==> config.mk <==
export PLATFORM = sky130hd
export DESIGN_NAME = mem_arbiter
export DESIGN_NICKNAME = d
export VERILOG_FILES = /design/src/rtl/mem_arbiter.sv
export SDC_FILE = /design/constraint.sdc
export NUM_CORES = 1
export LEC_CHECK = 0
export CAP_MARGIN = 20
export CORE_MARGIN = 5
export CORE_UTILIZATION = 45
export DETAILED_ROUTE_END_ITERATION = 16
export DONT_BUFFER_PORTS = 1
export GPL_TIMING_DRIVEN = 1
export PLACE_DENSITY = 0.61
export SLEW_MARGIN = 10
export SYNTH_ARGS = -nofsm -noshare
export SYNTH_HDL_FRONTEND = slang
export SYNTH_SLANG_ARGS = --single-unit
==> constraint.sdc <==
create_clock -name CLK -period 2.2 [get_ports CLK]
set_input_delay 0.44 -clock CLK [delete_from_list [all_inputs] [get_ports CLK]]
set_output_delay 0.44 -clock CLK [all_outputs]
set_load 0.05 [all_outputs]
==> src/rtl/mem_arbiter.sv <==
// -----------------------------------------------------------------------------
// mem_arbiter
//   Single-port memory arbiter between the instruction-fetch and data-memory
//   requesters of the pipelined core. It runs one RAM transaction at a time
//   and produces the ihit/dhit strobes that let the hazard unit advance or
//   stall the pipeline.
//
// Ports
//   CLK, nRST            clock (rising edge), asynchronous active-low reset
//   iREN, iaddr          instruction read request / word address
//   iload, ihit          instruction read data / completion pulse
//   dREN, dWEN           data read / write request
//   daddr, dstore        data word address / write value
//   dload, dhit          data read data / completion pulse
//   ramREN, ramWEN       RAM read / write enables
//   ramaddr, ramstore    RAM address / write data
//   ramload              RAM read data, valid with ram_rdy
//   ram_rdy, ram_err     RAM access complete / RAM fault
//   bus_err              sticky error flag, cleared only by reset
//
// Optional build macro
//   ARB_STARVE_GUARD_EN  after STARVE_LIMIT back-to-back data grants taken
//                        while iREN was waiting, the next grant goes to the
//                        instruction side. Undefined: strict data priority.
// -----------------------------------------------------------------------------
module mem_arbiter #(
  parameter int TIMEOUT      = 64,
  parameter int STARVE_LIMIT = 4
) (
  input  logic        CLK,
  input  logic        nRST,
  input  logic        iREN,
  input  logic [31:0] iaddr,
  output logic [31:0] iload,
  output logic        ihit,
  input  logic        dREN,
  input  logic        dWEN,
  input  logic [31:0] daddr,
  input  logic [31:0] dstore,
  output logic [31:0] dload,
  output logic        dhit,
  output logic        ramREN,
  output logic        ramWEN,
  output logic [31:0] ramaddr,
  output logic [31:0] ramstore,
  input  logic [31:0] ramload,
  input  logic        ram_rdy,
  input  logic        ram_err,
  output logic        bus_err
);

  localparam int CNT_W = (TIMEOUT > 2) ? $clog2(TIMEOUT) : 1;

  typedef enum logic [1:0] {
    IDLE,
    DACC,
    IACC,
    ERROR
  } state_t;

  state_t             state_reg;
  logic [CNT_W-1:0]   cnt_reg;

  logic data_req;
  logic grant_i;
  logic grant_d;
  logic timeout_hit;
  logic access_ok;

  // The low address bits are forced to zero (word addressing), so they are
  // deliberately not consumed.
  logic unused_bits;

  assign data_req    = dREN | dWEN;
  assign timeout_hit = (cnt_reg == CNT_W'(TIMEOUT - 1));
  // ram_err overrides a simultaneous ram_rdy.
  assign access_ok   = ram_rdy & ~ram_err;

`ifdef ARB_STARVE_GUARD_EN
  localparam int S_W = $clog2(STARVE_LIMIT + 1);

  logic [S_W-1:0] starve_cnt_reg;
  logic           starve_force;

  assign starve_force = iREN & (starve_cnt_reg >= S_W'(STARVE_LIMIT));
  assign grant_i      = iREN & (~data_req | starve_force);
  assign unused_bits  = ^{iaddr[1:0], daddr[1:0]};
`else
  assign grant_i      = iREN & ~data_req;
  assign unused_bits  = ^{iaddr[1:0], daddr[1:0], 1'(STARVE_LIMIT != 0)};
`endif

  assign grant_d = data_req & ~grant_i;

  // Hits are combinational on ram_rdy so the pipeline can advance in the
  // same cycle the RAM completes; read data is only exposed during a hit.
  assign ihit  = (state_reg == IACC) & access_ok;
  assign dhit  = (state_reg == DACC) & access_ok;
  assign iload = ihit ? ramload : 32'h0;
  assign dload = dhit ? ramload : 32'h0;

  // The RAM-side output registers double as the grant latch: once loaded in
  // IDLE they hold the transaction regardless of later requester changes.
  always_ff @(posedge CLK or negedge nRST) begin
    if (!nRST) begin
      state_reg      <= IDLE;
      cnt_reg        <= '0;
      ramREN         <= 1'b0;
      ramWEN         <= 1'b0;
      ramaddr        <= 32'h0;
      ramstore       <= 32'h0;
      bus_err        <= 1'b0;
`ifdef ARB_STARVE_GUARD_EN
      starve_cnt_reg <= '0;
`endif
    end else begin
      case (state_reg)
        IDLE: begin
          cnt_reg <= '0;
          if (grant_i) begin
            state_reg <= IACC;
            ramREN    <= 1'b1;
            ramWEN    <= 1'b0;
            ramaddr   <= {iaddr[31:2], 2'b00};
            ramstore  <= 32'h0;
`ifdef ARB_STARVE_GUARD_EN
            starve_cnt_reg <= '0;
`endif
          end else if (grant_d) begin
            state_reg <= DACC;
            // A write wins when both dREN and dWEN are raised.
            ramREN    <= ~dWEN;
            ramWEN    <= dWEN;
            ramaddr   <= {daddr[31:2], 2'b00};
            ramstore  <= dstore;
`ifdef ARB_STARVE_GUARD_EN
            if (iREN) starve_cnt_reg <= starve_cnt_reg + S_W'(1);
            else      starve_cnt_reg <= '0;
`endif
          end
        end

        DACC, IACC: begin
          if (ram_err || (!ram_rdy && timeout_hit)) begin
            state_reg <= ERROR;
            ramREN    <= 1'b0;
            ramWEN    <= 1'b0;
            ramaddr   <= 32'h0;
            ramstore  <= 32'h0;
            bus_err   <= 1'b1;
            cnt_reg   <= '0;
          end else if (ram_rdy) begin
            state_reg <= IDLE;
            ramREN    <= 1'b0;
            ramWEN    <= 1'b0;
            ramaddr   <= 32'h0;
            ramstore  <= 32'h0;
            cnt_reg   <= '0;
          end else begin
            cnt_reg   <= cnt_reg + CNT_W'(1);
          end
        end

        ERROR: begin
          // Terminal until reset.
          bus_err <= 1'b1;
          ramREN  <= 1'b0;
          ramWEN  <= 1'b0;
        end

        default: state_reg <= IDLE;
      endcase
    end
  end

endmodule

==> results of run 1 <==
[routing by layer]
metal,GRT usage,part of all wire
met3,0.0666,0.085
met4,0.0475,0.011
met2,0.367,0.53
met5,0,0
met1,0.234,0.37
[Yosys cell counts]
library cell and count:
sky130_fd_sc_hd__dfrtp_1 73, sky130_fd_sc_hd__and2_1 64, sky130_fd_sc_hd__nand2_1 38, sky130_fd_sc_hd__inv_1 37
sky130_fd_sc_hd__mux2i_1 32, sky130_fd_sc_hd__a22o_1 30, sky130_fd_sc_hd__mux2_4 28, sky130_fd_sc_hd__clkbuf_1 15
sky130_fd_sc_hd__nor2_1 11, sky130_fd_sc_hd__ha_1 7, sky130_fd_sc_hd__o21ai_0 7, sky130_fd_sc_hd__buf_6 4
sky130_fd_sc_hd__mux2_2 4, sky130_fd_sc_hd__buf_8 3, sky130_fd_sc_hd__nor3b_1 3, sky130_fd_sc_hd__a21oi_1 2
sky130_fd_sc_hd__buf_4 2, sky130_fd_sc_hd__a21o_1 1, sky130_fd_sc_hd__a21oi_4 1, sky130_fd_sc_hd__a311oi_1 1
sky130_fd_sc_hd__and3_1 1, sky130_fd_sc_hd__and4_4 1, sky130_fd_sc_hd__buf_1 1, sky130_fd_sc_hd__buf_2 1
sky130_fd_sc_hd__conb_1 1, sky130_fd_sc_hd__nand3_1 1, sky130_fd_sc_hd__nand4b_1 1, sky130_fd_sc_hd__nor3_1 1
sky130_fd_sc_hd__nor4b_1 1, sky130_fd_sc_hd__o21bai_1 1, sky130_fd_sc_hd__o41ai_1 1, sky130_fd_sc_hd__or3_1 1
sky130_fd_sc_hd__or3b_1 1, sky130_fd_sc_hd__xnor2_1 1, sky130_fd_sc_hd__xor2_1 1
[layout make-up]
class,instances,area share
clock buffer,10,0.0228
sequential,73,0.303
clock inverter,6,0.0158
multi-input combinational,243,0.361
timing repair buffer,87,0.252
tap,108,0.0224
inverter,37,0.0230
[worst register-to-register path: cells and delay by family, from the launching register on]
| kind | cells | cell delay, ns |
|---|---|---|
| and+or+nand+nor | 2 | 0.65 |
| DFF | 1 | 0.39 |
| buffers and inverters | 2 | 0.30 |
| muxes | 1 | 0.30 |
| adders and majority gates | 1 | 0.28 |
| AOI/OAI and AO/OA | 1 | 0.13 |
[metrics by stage]
stage | total power (W) | util | hold slack (ns)
after floorplan | 0.00693 | - | 0.144
after detailed placement | 0.00792 | 0.594 | 0.146
after global routing | 0.0104 | 0.688 | 0.188
after global placement | 0.00781 | 0.594 | 0.146
after CTS | 0.00922 | 0.627 | 0.187
final | 0.00984 | 0.688 | 0.202
[power groups by stage]
stage                     Combinational [W]  Clock, W  Sequential, W
after floorplan                     0.00339         0        0.00355
after global placement              0.00416         0        0.00365
after detailed placement            0.00426         0        0.00366
after CTS                           0.00433   0.00125        0.00364
after global routing                0.00537   0.00131        0.00369
final                               0.00500   0.00121        0.00364
[kinds of logic (layout without fill, tap and decap cells)]
family | Yosys count | count (layout)
AOI/OAI and AO/OA | 44 | 44
DFF | 73 | 73
other | 1 | 2
buffers and inverters | 63 | 140
and+or+nand+nor | 124 | 124
muxes | 64 | 64
adders and majority gates | 7 | 7
xor gates and xnor gates | 2 | 2
[how the worst min path moves through the flow]
stage,depth (start not counted),startpoint,slack (ns),endpoint
finish,1,dWEN,0.20,ramREN
global route,1,dWEN,0.19,ramREN
CTS,1,dWEN,0.19,ramREN
detailed placement,0,nRST,0.15,ramstore[8]
global placement,0,nRST,0.15,ramstore[4]
floorplan,0,nRST,0.14,bus_err
[timing repair]
action	CTS	global route
hold buffers	2	0
hold endpoints to repair	73	0
buffers inserted	0	13
gates cloned	0	10
gates resized for setup	7	78
pin swaps	0	66
setup endpoints to repair	49	76
==> results by stage, run 1 <==
Outcome:
- The run finished, with violations left.
- The checks that failed: setup timing.

Critical path:
- The critical path runs through a total of 7 cells.
- The data arrival time of the worst path is 1.81 ns.
- The signal on the critical path passes through inv_2, ha_4, nor3b_4, buf_6, clkbuf_16, and2_4, buf_12.
- The most critical setup path has its startpoint at state_reg[0].
- The kind of end point of the critical path is a primary output.
- The count of buffer and inverter cells on the critical path is 4.
- The maximum fanout count along the critical path is 8.
- The number of cell instances on the worst register-to-register path is 7.
- The critical path's top delay family is buffers and inverters.
- The worst setup path endpoint is iload[31].
- The worst setup path is launched from a flip-flop.
- For this design, the slowest cell found on the critical path is sky130_fd_sc_hd__dfrtp_1.
- The biggest cell delay along the critical path is 0.41 ns.
- For the worst setup path, the data required time is 1.76 ns.
- The setup slack of the most critical reg-to-reg path is 0.04 ns.
- In this run the critical register-to-register path is launched from state_reg[1].
- The category of the critical setup timing path is flip-flop to primary output.
- The endpoint of the worst register-to-register path is ramaddr[5].

Placed design:
- The placer's final routability congestion estimate is 0.770.
- The worst setup timing slack at the placement stage is 0.0521 ns.
- During placement, the flow inserted port buffers numbering 0.
- Once placement completed, the tool counted placed cells totaling 523.
- The total placed instance area is 0.00520 mm^2.
- The sum of net half-perimeters after detailed placement is 8770 um.

Clocking:
- The clock drives 73 sinks.
- In this run the number of H-tree levels came out at 3.
- The number of CTS-inserted buffers is 9.
- The clock insertion delay at the later pin of the skew report is 0.33 ns.
- Clock-pin slew was measured on the worst setup and hold paths at 0.08 ns.
- The clock tree from TritonCTS is built.
- In this run the clock root is driven by a sky130_fd_sc_hd__clkbuf_8.
- The number of buffers on the longest clock path is 2.

Logic synthesis:
- The gate count of the mapped netlist is 378.
- Dividing the synthesized area by the synthesized cell count gives 10.7 um^2.
- Yosys printed 0 warnings.
- The XOR/XNOR share of the synthesized area is 0.00432.
- Of the post-synthesis cell area, the dominant cell type holds 0.451.
- Of the total synthesized cell area, the portion taken by full adders, half adders and majority gates is 0.0216.
- The number of different library cells used by synthesis comes to 35.
- The post-synth design cell area is 0.00405 mm^2.
- The portion of synthesized area spent on multiplexers is 0.194.
- The sequential element share of the synthesized area is 0.451.
- The area fraction in compound gates after synthesis is 0.0880.
- Summed over all instances, the cell type with the most area after synthesis is sky130_fd_sc_hd__dfrtp_1.
- The basic-gate share of the synthesized area counting and, or, nand and nor cells is 0.165.
- In the post-synthesis netlist, the biggest area contributors are sky130_fd_sc_hd__dfrtp_1 45%, sky130_fd_sc_hd__mux2_4 10%, sky130_fd_sc_hd__and2_1 9.9%.
- The dominant combinational cell family by area after synthesis is multiplexers.
- The synthesized design contains 73 register bits.

Route:
- For this run, design rule violations remaining after detail routing come to 0.
- The vias after detailed routing is 3062.
- The post-route antenna net violation count is 0.
- The total routed wirelength is 12600 um.
- The first-pass iteration count of the detailed router is 6.
- After detailed routing, the number of vias per cell comes to 5.43.
- In this run, the number of DRC markers left after iteration 0 of detailed routing was 179.
- The routed wirelength normalized by instance count is 22.4 um.

STA:
- Setup repair after global routing could not meet its margin everywhere.
- The smallest clock period supported by the final layout is computed as 2.25 ns.
- The total setup violations reported at the end of the flow is 40.
- The count of final max-slew check failures came to 0.
- The setup slack after layout is -0.0482 ns.
- Timing would allow up to 445 MHz.
- The setup clock skew after layout is 0.0171 ns.
- At the pin with the least slew margin, the transition time is 0.548 ns.
- The worst slew margin relative to its limit is 0.634.
- After routing, the total negative slack on setup checks comes to -1.09 ns.
- The hold violation count in the final report came to 0.
- In the finished design, the share of the clock period the worst path needs comes to 1.02.

Power and ir drop:
- The maximum ir drop on the vdd rail is 0.769 mV.
- Of the total power, combinational logic draws 0.508.
- The net switching power of the design is 0.00461 W.
- The share of total power dissipated in sequential elements is 0.369.
- The net switching share of the total power is 0.469.
- The internal portion of the total power is 0.00523 W.
- For this design the ratio of total power to cell area is 1630 mW/mm^2.
- The share of total power dissipated in the clock network is 0.123.
- For this design the static power due to leakage is 2.91 nW.

GRT:
- The via count of the first global-routing pass was 3241.
- In the global route stage, overall resource usage came out at 0.204.
- For this run the aggregate overflow at the end of global routing stands at 0.
- The largest net degree at the start of global routing is 74.
- The number of antenna violations at the first check in global routing is 0.
- The global-route wire length before repair is 18100 um.

Layout:
- The finished cells cover 0.00603 mm^2.
- In the final layout, flip-flops and latches occupy 0.00183 mm^2.
- Fill cells in the final layout number 623.
- Of the cells placed in the final design, the portion with a size suffix greater than 1 is 0.461.
- The antenna diode count is 0.
- The layout-stage area growth over the synthesis result is 48.6%.
- The area of combinational cells with multiple inputs is 0.00218 mm^2.
- The count of nets after finishing is 593.
- The library cells used most frequently in the layout, excluding fill and tap cells, are 73 x sky130_fd_sc_hd__dfrtp_1, 64 x sky130_fd_sc_hd__and2_4, 53 x sky130_fd_sc_hd__buf_12.
- After the flow finishes, the layout carries non-filler instances totaling 564.
- The flip-flop count of the largest register after layout is 32.
- Leaving out fill and tap cells, the most frequent cell in the layout is sky130_fd_sc_hd__dfrtp_1.

Floorplan:
- The height of the chip is 105 um.
- The placeable core region is 0.00876 mm^2.
- The floorplan step defined a die boundary enclosing 0.0110 mm^2.
- In this run the core area contains 34 standard-cell rows.
- The effective utilization at floorplan is 0.463.
- The floorplan step set the die width to 105 um.
- The number of top-level pins is 268.

Hold path:
- The class of the most critical hold timing path is input port to flip-flop.

Run:
- The max-capacitance violation count is 0.
(Power assumes the default switching activity.)
==> run 2, diff against run 1 <==
--- a/config.mk
+++ b/config.mk
@@ -12,7 +12,7 @@
 export DONT_BUFFER_PORTS = 1
 export GPL_TIMING_DRIVEN = 1
 export PLACE_DENSITY = 0.61
-export SLEW_MARGIN = 10
+export SLEW_MARGIN = 20
 export SYNTH_ARGS = -nofsm -noshare
 export SYNTH_HDL_FRONTEND = slang
 export SYNTH_SLANG_ARGS = --single-unit
==> results of run 2 <==
The final DEF is identical to that of run 1; final timing and power are the same.
==> run 3, diff against run 2 <==
--- a/config.mk
+++ b/config.mk
@@ -11,8 +11,9 @@
 export DETAILED_ROUTE_END_ITERATION = 16
 export DONT_BUFFER_PORTS = 1
 export GPL_TIMING_DRIVEN = 1
-export PLACE_DENSITY = 0.61
+export PLACE_DENSITY = 0.59
 export SLEW_MARGIN = 20
 export SYNTH_ARGS = -nofsm -noshare
 export SYNTH_HDL_FRONTEND = slang
 export SYNTH_SLANG_ARGS = --single-unit
+export TNS_END_PERCENT = 30
==> constraint.sdc (replaced) <==
create_clock -name CLK -period 2.15 [get_ports CLK]
set_input_delay 0.43 -clock CLK [delete_from_list [all_inputs] [get_ports CLK]]
set_output_delay 0.43 -clock CLK [all_outputs]
set_load 0.05 [all_outputs]
==> results by stage, run 3 (synthesis gave the netlist of run 1 again) <==
Floorplan:
- The height of the chip is 105 um.
- The floorplan step set the die width to 105 um.
- The effective utilization at floorplan is 0.463.
- During I/O placement, the number of pins put on the boundary was 268.
- The die footprint is 0.0110 mm^2.
- The initialized floorplan defines 34 standard-cell rows.
- The placeable core region is 0.00876 mm^2.

GRT:
- The total overflow left after global routing is 0.
- The via count of the first global-routing pass came to 3238.
- In the global route stage, met3 resource usage came out at 0.0832.
- met2 is the most crowded layer.
- The largest net degree at the start of global routing is 74.
- In the global route stage, met2 resource usage came out at 0.362.
- The number of antenna violations at the first check in global routing was 0.
- The first global-routing pass estimated 18100 um of wire.
- For met1 alone, demand over resource in global routing was 0.240.
- The total routing usage reported by global routing is 0.205.

Clocking:
- After clock tree synthesis, the clock-pin slew on the worst setup and hold paths is 0.09 ns.
- Buffers inserted during clock tree synthesis total 9.
- The number of buffers on the longest clock path is 2.
- The number of levels in the clock H-tree is 3.
- The clock drives 73 sinks.
- The clock insertion delay at the later pin of the skew report is 0.34 ns.
- The root buffer cell is sky130_fd_sc_hd__clkbuf_8.
- TritonCTS built the clock tree.

Route:
- The via density per instance is 5.27.
- The first-pass iteration count of the detailed router is 4.
- The routed wirelength normalized by instance count is 21.4 um.
- The DRC violations left is 0.
- The total routed wirelength is 12500 um.
- The post-route antenna net violation count is 0.
- The vias after detailed routing is 3068.
- The first routing iteration left 160 violations.

Power and ir drop:
- In this run the power spent charging and discharging nets is 0.00489 W.
- The power per standard cell area is 1760 mW/mm^2.
- The analysis attributes to cell leakage a power of 2.99 nW.
- Cell internal power was estimated by the tool at 0.00595 W.
- The part of the total power dissipated in sequential elements is 0.343.
- VDD sags by at most 1.02 mV.
- The proportion of power drawn by combinational gates is 0.540.
- Of the total power, the share spent switching nets is 0.451.
- The clock network power share is 0.117.

Run:
- The max-capacitance violation count is 0.

Critical path:
- The biggest cell delay along the critical path is 0.40 ns.
- The highest-delay cell along the critical path is sky130_fd_sc_hd__or3b_4.
- The cell depth of the worst setup path is 10.
- For the worst setup path, the data required time is 2.37 ns.
- At the worst endpoint, the arrival time is 2.57 ns.
- The worst register-to-register path has a setup slack of -0.20 ns.
- The timing startpoint of the critical path is state_reg[0].
- The endpoint of the worst register-to-register path is ramaddr[10].
- The worst setup path is launched from a flip-flop.
- Along the worst path, the maximum fanout reaches 9.
- Broken down by cell family, the worst path's largest delay share belongs to simple AND/OR/NAND/NOR gates.
- STA classifies the critical path endpoint as a flip-flop.
- For the worst flop-to-flop path, the logic depth is 10.
- The signal on the critical path passes through inv_2, buf_4, buf_6, ha_4, or3b_4, a21oi_4, or3_4, buf_12, buf_12, mux2_4.
- The worst setup path endpoint is ramaddr[10].
- The cell occurring most often along the worst timing path is sky130_fd_sc_hd__buf_12.
- Counting both buffers and inverters, the worst setup path holds a total of 5.
- The startpoint of the worst-slack reg-to-reg timing path is state_reg[0].
- The critical path in this run is classified as flip-flop to flip-flop.

Outcome:
- The flow ran to the end, but the final reports show violations.
- The final reports fail on setup timing.

Hold path:
- Along the worst hold path, the cell count comes to 1.
- In this run the worst hold path is classified as input port to flip-flop.

STA:
- The shortest period the worst path allows is 2.35 ns.
- The minimum hold slack is 0.173 ns.
- Setup violations remaining at the end of the flow were counted as 129.
- The setup slack after layout is -0.201 ns.
- In this run the tightest slew margin relative to its limit is 0.634.
- The count of final max-slew check failures is 0.
- The setup TNS after final layout is -15.24 ns.
- Across the routed clock network, the largest skew measured is 0.0113 ns.
- Of the available clock period, the critical path in the final layout requires 1.09.
- The hold violation count in the final report is 0.
- Setup repair after global routing could not meet its margin everywhere.
- For this run, the top clock speed supported by timing is 425 MHz.
- The slew at the pin with the worst max-slew slack is 0.549 ns.

Layout:
- The antenna diode count is 0.
- For this run, the share of the core covered by cells in the final layout is 0.703.
- In the final layout, the multi-input gates occupy 0.00215 mm^2.
- The register with the most flip-flops in the layout has 32 of them.
- From synthesis to final layout, the design area changed by 52.0%.
- The library cells used most frequently in the layout, excluding fill and tap cells, are 73 x sky130_fd_sc_hd__dfrtp_1, 63 x sky130_fd_sc_hd__and2_4, 59 x sky130_fd_sc_hd__buf_12.
- The number of filler cells placed in the layout is 614.
- For this run, the post-layout net count is 611.
- Leaving out fill and tap cells, the most frequent cell in the layout is sky130_fd_sc_hd__dfrtp_1.
- In the final layout, the share of cells above drive strength 1 is 0.479.
- The area used by sequential logic in the layout is 0.00183 mm^2.

Placed design:
- Routability-driven placement finished with a final weighted congestion of 0.810.
- The worst setup timing slack at the placement stage is 0.0266 ns.
- The count of buffers added on input and output ports is 0.
- The sum of net half-perimeters after detailed placement is 9030 um.
==> run 3: worst min-delay path by stage <==
stage	startpoint	end	slack (ns)
2_1_floorplan	nRST	bus_err	0.13
3_3_place_gp	nRST	ramstore[20]	0.14
3_5_place_dp	nRST	ramstore[20]	0.14
4_1_cts	dWEN	ramREN	0.15
5_1_grt	dWEN	ramREN	0.15
6_report	dWEN	ramREN	0.17
==> run 3: layer usage <==
| metal | wire (um) | share of wire | vias up |
|---|---|---|---|
| li1 | - | - | 1426 |
| met1 | 4670 | 0.37 | 1492 |
| met2 | 6580 | 0.53 | 147 |
| met3 | 1180 | 0.095 | 3 |
| met4 | 34 | 0.0027 | 0 |
| met5 | 0 | 0 | - |
==> run 3: area by class of cell <==
type,count,share of cell area
Clock inverter,6,0.0158
Inverter,37,0.0225
Timing Repair Buffer,105,0.272
Sequential cell,73,0.296
Tap cell,108,0.0219
Multi-Input combinational cell,243,0.349
Clock buffer,10,0.0223
==> run 3: repair_timing <==
item / in CTS / in global routing
gates resized for setup: 63 / 23
setup endpoints to repair: 65 / 98
hold buffers: 2 / 0
pin swaps: 36 / 24
hold endpoints to repair: 73 / 0
cloned: 1 / 3
buffers inserted: 2 / 32
==> run 3: power groups by stage <==
stage               sequential (W)  combinational, W  clock (W)
floorplan                  0.00363           0.00347          0
global placement           0.00374           0.00431          0
detailed placement         0.00375           0.00444          0
CTS                        0.00372           0.00462    0.00131
global route               0.00376           0.00623    0.00138
finish                     0.00372           0.00585    0.00127
==> run 3: per-stage QoR <==
| step | area, um^2 | power (W) | instances |
|---|---|---|---|
| final | 6160 | 0.0108 | 582 |
| after detailed placement | 5320 | 0.00819 | 529 |
| after CTS | 5780 | 0.00966 | 550 |
| after global placement | 5320 | 0.00805 | 529 |
| after global routing | 6160 | 0.0114 | 582 |
| after floorplan | 4110 | 0.00710 | 379 |
==> RTL edit 1 (config.mk and constraints of run 1) <==
Reset style: synchronous (`nRST`), changed in one clocked block. Comments in the files are not updated.
--- a/src/rtl/mem_arbiter.sv
+++ b/src/rtl/mem_arbiter.sv
@@ -102,5 +102,5 @@
   // The RAM-side output registers double as the grant latch: once loaded in
   // IDLE they hold the transaction regardless of later requester changes.
-  always_ff @(posedge CLK or negedge nRST) begin
+  always_ff @(posedge CLK) begin
     if (!nRST) begin
       state_reg      <= IDLE;
Behaviour: differs if nRST is asserted again (counterexample within 4 cycles, from zero or initial values and one cycle with nRST low); with nRST held inactive, the same outputs for 4 cycles.
==> RTL edit 1 against run 1 <==
  * Count of clock-buffer cells in the layout did not move
  * First-iteration DRC count rose by 6.7%
  * Critical endpoint is now dload[23]
  * Wire length rose by 0.57%
  * Sequential power barely moved
  * Area after synthesis fell by 1.3%
  * Total power fell by 16%
  * Worst setup slack improved by 170 ps
  * Design area fell by 8.0%
  * Critical path depth fell by 2
  * Sequential cell count did not move
  * Core utilization fell by 4.9 points
  * Die area fell by 1.2%
==> RTL edit 1: results <==
{
  "run_status": "complete, no violations",
  "cts_resized": 2,
  "final_nets": 649,
  "ir_worst_vdd_mv": 1.13,
  "dpl.hpwl_um": 9800,
  "path_clk_slew_ps": 80,
  "diodes": 0,
  "leakagePower_nw": 2.39,
  "tightest_slew_ps": 657,
  "yosys-top-cells-count": "94 x nand2_1, 73 x dfxtp_1, 64 x and3_1",
  "grt_pass1_wl_um": 20200,
  "grt_max_degree": 72,
  "crit_start": "state_reg[1]",
  "grt_pass1_vias": 3473,
  "dr.pass1.iters": 4,
  "gp_congestion": 0.843,
  "wl_per_cell_um": 20.5,
  "routed_wirelength_um": 12700,
  "drt-initial-drc-count": 191,
  "port_buffers": 0,
  "power_frac_comb_pct": 41.6,
  "ys_seq_area_share_pct": 36.5,
  "finClkSkew_ps": 13.2,
  "cp.arrival_ps": 1630,
  "synth_top_flop_cell": "dfxtp_1",
  "dp.cells": 604,
  "syn_avg_cell_area_um2": 8.64,
  "vias": 3580,
  "synthArstFlopShare_pct": 0,
  "slowest_delay_ps": 430,
  "critical_path.slowest_cell": "dfxtp_1",
  "drive_gt1_share_pct": 26.8,
  "clkLatencyLatePin_ps": 340,
  "hold_start": "dstore[30]",
  "dpl_cell_area_um2": 5290,
  "die-area_um2": 10900,
  "cp_max_fo": 33,
  "grt.total_usage_pct": 22.6,
  "synthTopCellsByArea": "dfxtp_1 37%, a311oi_2 11%, and3_1 10%",
  "clockBufferDepth": 2,
  "ys_types": 33,
  "nFillCells": 718,
  "p_per_area_nw_per_um2": 1490,
  "clkPwrFrac_pct": 14.4,
  "largest_reg_flops": 32,
  "internal-power_mw": 3.97
}
## RTL edit 1: cell type report
class                           instances  area share (%)
Multi-Input combinational cell        339            41.5
Sequential cell                        73            26.4
Timing Repair Buffer                   80            25.4
Clock buffer                           10            2.48
Tap cell                              108            2.44
Clock inverter                          6            1.63
Inverter                                4           0.271
## RTL edit 1: per-stage QoR
step | hold slack [ps] | worst slack, ps
after global routing | 227 | 9.99
after global placement | 501 | 116
final | 251 | 126
after CTS | 226 | 65.8
after floorplan | 479 | 179
after detailed placement | 519 | 70.7
## RTL edit 1: worst max-delay path, delay by kind of cell, from the launching register on
kind                       cells  cell delay, ps
DFF                            1             430
and+or+nand+nor                1             170
buffers and inverters          3             490
adders and majority gates      1             210
## RTL edit 1: per-layer routing
| layer | routed length (um) | track usage (%) |
|---|---|---|
| met1 | 4880 | 27.0 |
| met2 | 6570 | 38.6 |
| met3 | 1210 | 8.63 |
| met5 | 0 | 0 |
| met4 | 59 | 4.53 |
## RTL edit 1: kinds of logic (layout without fill, tap and decap cells)
kind of cell / after synthesis / count (layout) / synth area share (%)
flip-flops: 73 / 73 / 36.5
AO/OA/AOI/OAI: 74 / 74 / 17.0
buffers and inverters: 52 / 100 / 7.10
other: 1 / 2 / 0.0937
multiplexers: 34 / 34 / 8.51
AND/OR/NAND/NOR: 217 / 217 / 27.5
adder cells (fa/ha/maj): 7 / 7 / 2.19
XOR/XNOR: 5 / 5 / 1.09
## RTL edit 1: path summary, 6_finish.rpt
check / depth (start not counted) / slack, ps / endpoint
worst max-delay path: 5 / 130 / dload[23]
worst min-delay path: 2 / 250 / ramstore[30]
worst max register to register: 7 / 170 / ramstore[4]
worst min register to register: 2 / 540 / cnt_reg[1]
==> RTL edit 2 (flow settings as in run 1) <==
Made on the original files. The option `ARB_STARVE_GUARD_EN` is turned on by a define.
--- a/src/rtl/mem_arbiter.sv
+++ b/src/rtl/mem_arbiter.sv
@@ -24,4 +24,6 @@
 //                        instruction side. Undefined: strict data priority.
 // -----------------------------------------------------------------------------
+`define ARB_STARVE_GUARD_EN
+
 module mem_arbiter #(
   parameter int TIMEOUT      = 64,
Function: same outputs for any inputs over 4 cycles, from zero or initial values and one cycle with nRST low; that may be too few to reach the edited logic, so the function may still have changed.
==> RTL edit 2 against run 1 <==
  * The flow finishes with violations (negative hold slack, negative setup slack)
  * Global-route usage up 1.8 points
  * First-iteration DRC count fell by 23%
  * Register-to-register slack better by 60 ps
  * Worst setup slack improved by 35 ps
  * Total power down 14%
  * Sequential cell count increased by 3
  * Area after synthesis up 0.28%
  * Die area increased by 0.25%
  * Sequential share of layout area is 1.8 points higher
  * Worst hold slack lost 420 ps
  * Wire length down 0.13%
  * Design area is 1.8% lower
  * Sequential power grew 9.6%
  * Critical endpoint is now iload[13]
==> RTL edit 2: results <==
{
  "run_status": "finished with violations",
  "violations": "negative hold slack, negative setup slack",
  "wl_met1_um": 4940,
  "path_clk_slew_ps": 80,
  "drt-initial-drc-count": 137,
  "finClkSkew_ps": 11.0,
  "hold_ws_ps": -219,
  "numCtsBuffers": 9,
  "cts_root_buffer": "clkbuf_8",
  "fin_ws_ps": -13.5,
  "timing.slew.headroom_pct": 62.6,
  "port_buffers": 0,
  "grt_pass1_wl_um": 19500,
  "routed_wirelength_um": 12600,
  "leakagePower_nw": 2.83,
  "dr.pass1.iters": 4,
  "comb_power_mw": 3.52,
  "nFillCells": 658,
  "setup_viol": 16,
  "clockBufferDepth": 2,
  "ys_types": 39,
  "h-tree-depth": 3,
  "grt.total_usage_pct": 22.1,
  "wl_met3_um": 900,
  "hold_path_class": "input port to asynchronous set/reset pin",
  "ys_warn_count": 0,
  "pre_cts_slack_ps": 79.4,
  "clkLatencyLatePin_ps": 350,
  "yosys-top-cells-count": "76 x dfrtp_1, 64 x and2_1, 32 x nand4_1",
  "drt-vias-per-instance": 5.76,
  "ys_seq_area_share_pct": 46.8,
  "p_sw_mw": 4.50,
  "synthArstFlopShare_pct": 100,
  "antenna_found_initial": 0,
  "drive_gt1_share_pct": 46.2,
  "grt_max_degree": 77,
  "hold_viol_final": 76,
  "cp_max_fo": 7,
  "gp_congestion": 0.780,
  "ir_worst_vdd_mv": 0.709,
  "final_nets": 569,
  "wl_met2_um": 6650,
  "diodes": 0,
  "dpl.hpwl_um": 9430,
  "clock_power_mw": 0.993,
  "grt_pass1_vias": 3209,
  "cp.arrival_ps": 1770,
  "synthTopCellsByArea": "dfrtp_1 47%, and2_1 9.8%, mux2i_1 7.6%",
  "largest_reg_flops": 32
}
RTL edit 2: logic make-up after synthesis:
kind of cell / synth area share [%]
fa+ha+maj: 2.46
flops: 46.8
compound gates: 17.9
other cells: 0.0922
mux: 8.74
simple gates: 18.5
xor+xnor: 0.431
buf+inv: 5.05
RTL edit 2: worst paths after layout:
path	from	endpoint	slack (ps)	depth (start not counted)
max in group asynchronous	nRST	ramaddr[13]	2300	0
max reg2reg	state_reg[0]	ramstore[24]	100	8
min	nRST	ramstore[16]	-220	0
min reg2reg	starve_cnt_reg[1]	starve_cnt_reg[1]	540	1
min in group CLK	iaddr[25]	ramaddr[25]	280	2
max	state_reg[1]	iload[13]	-10	6
RTL edit 2: stage by stage:
step	utilization, %	area, um2	TNS, ps	cells	total power, mW
after floorplan	-	4070	0	363	6.34
after global placement	62.3	5460	0	516	7.26
after detailed placement	62.3	5460	0	516	7.38
after CTS	66.4	5820	-934	535	8.50
after global routing	67.5	5910	-3690	539	8.95
final	67.5	5910	-95.6	539	8.50
RTL edit 2: critical path: stages (launching register included):
cell and delay, ps:
dfrtp_1 440, ha_4 170, and3b_2 230, buf_12 140, clkbuf_16 150, and2_4 160
buf_12 140
RTL edit 2: layout make-up:
class                   instances  area share [%]
multi-input cells             254            36.0
flip-flops and latches         76            32.2
repair buffers                 82            26.3
well taps                     108            2.28
clock buffers                   9            2.09
clock inverters                 7           0.973
inverters                       3           0.190
RTL edit 2: layer usage:
layer / vias up / track usage, %
met4: 0 / 6.58
met3: 13 / 6.41
met1: 1534 / 27.4
met5: - / 0
met2: 135 / 37.5
li1: 1421 / -
RTL edit 2: what timing repair did:
item,in CTS,in global routing
pin swaps,1,5
hold endpoints to repair,76,76
cloned,1,1
gates resized for setup,53,14
endpoints found under the setup margin,64,64
setup buffers,2,3
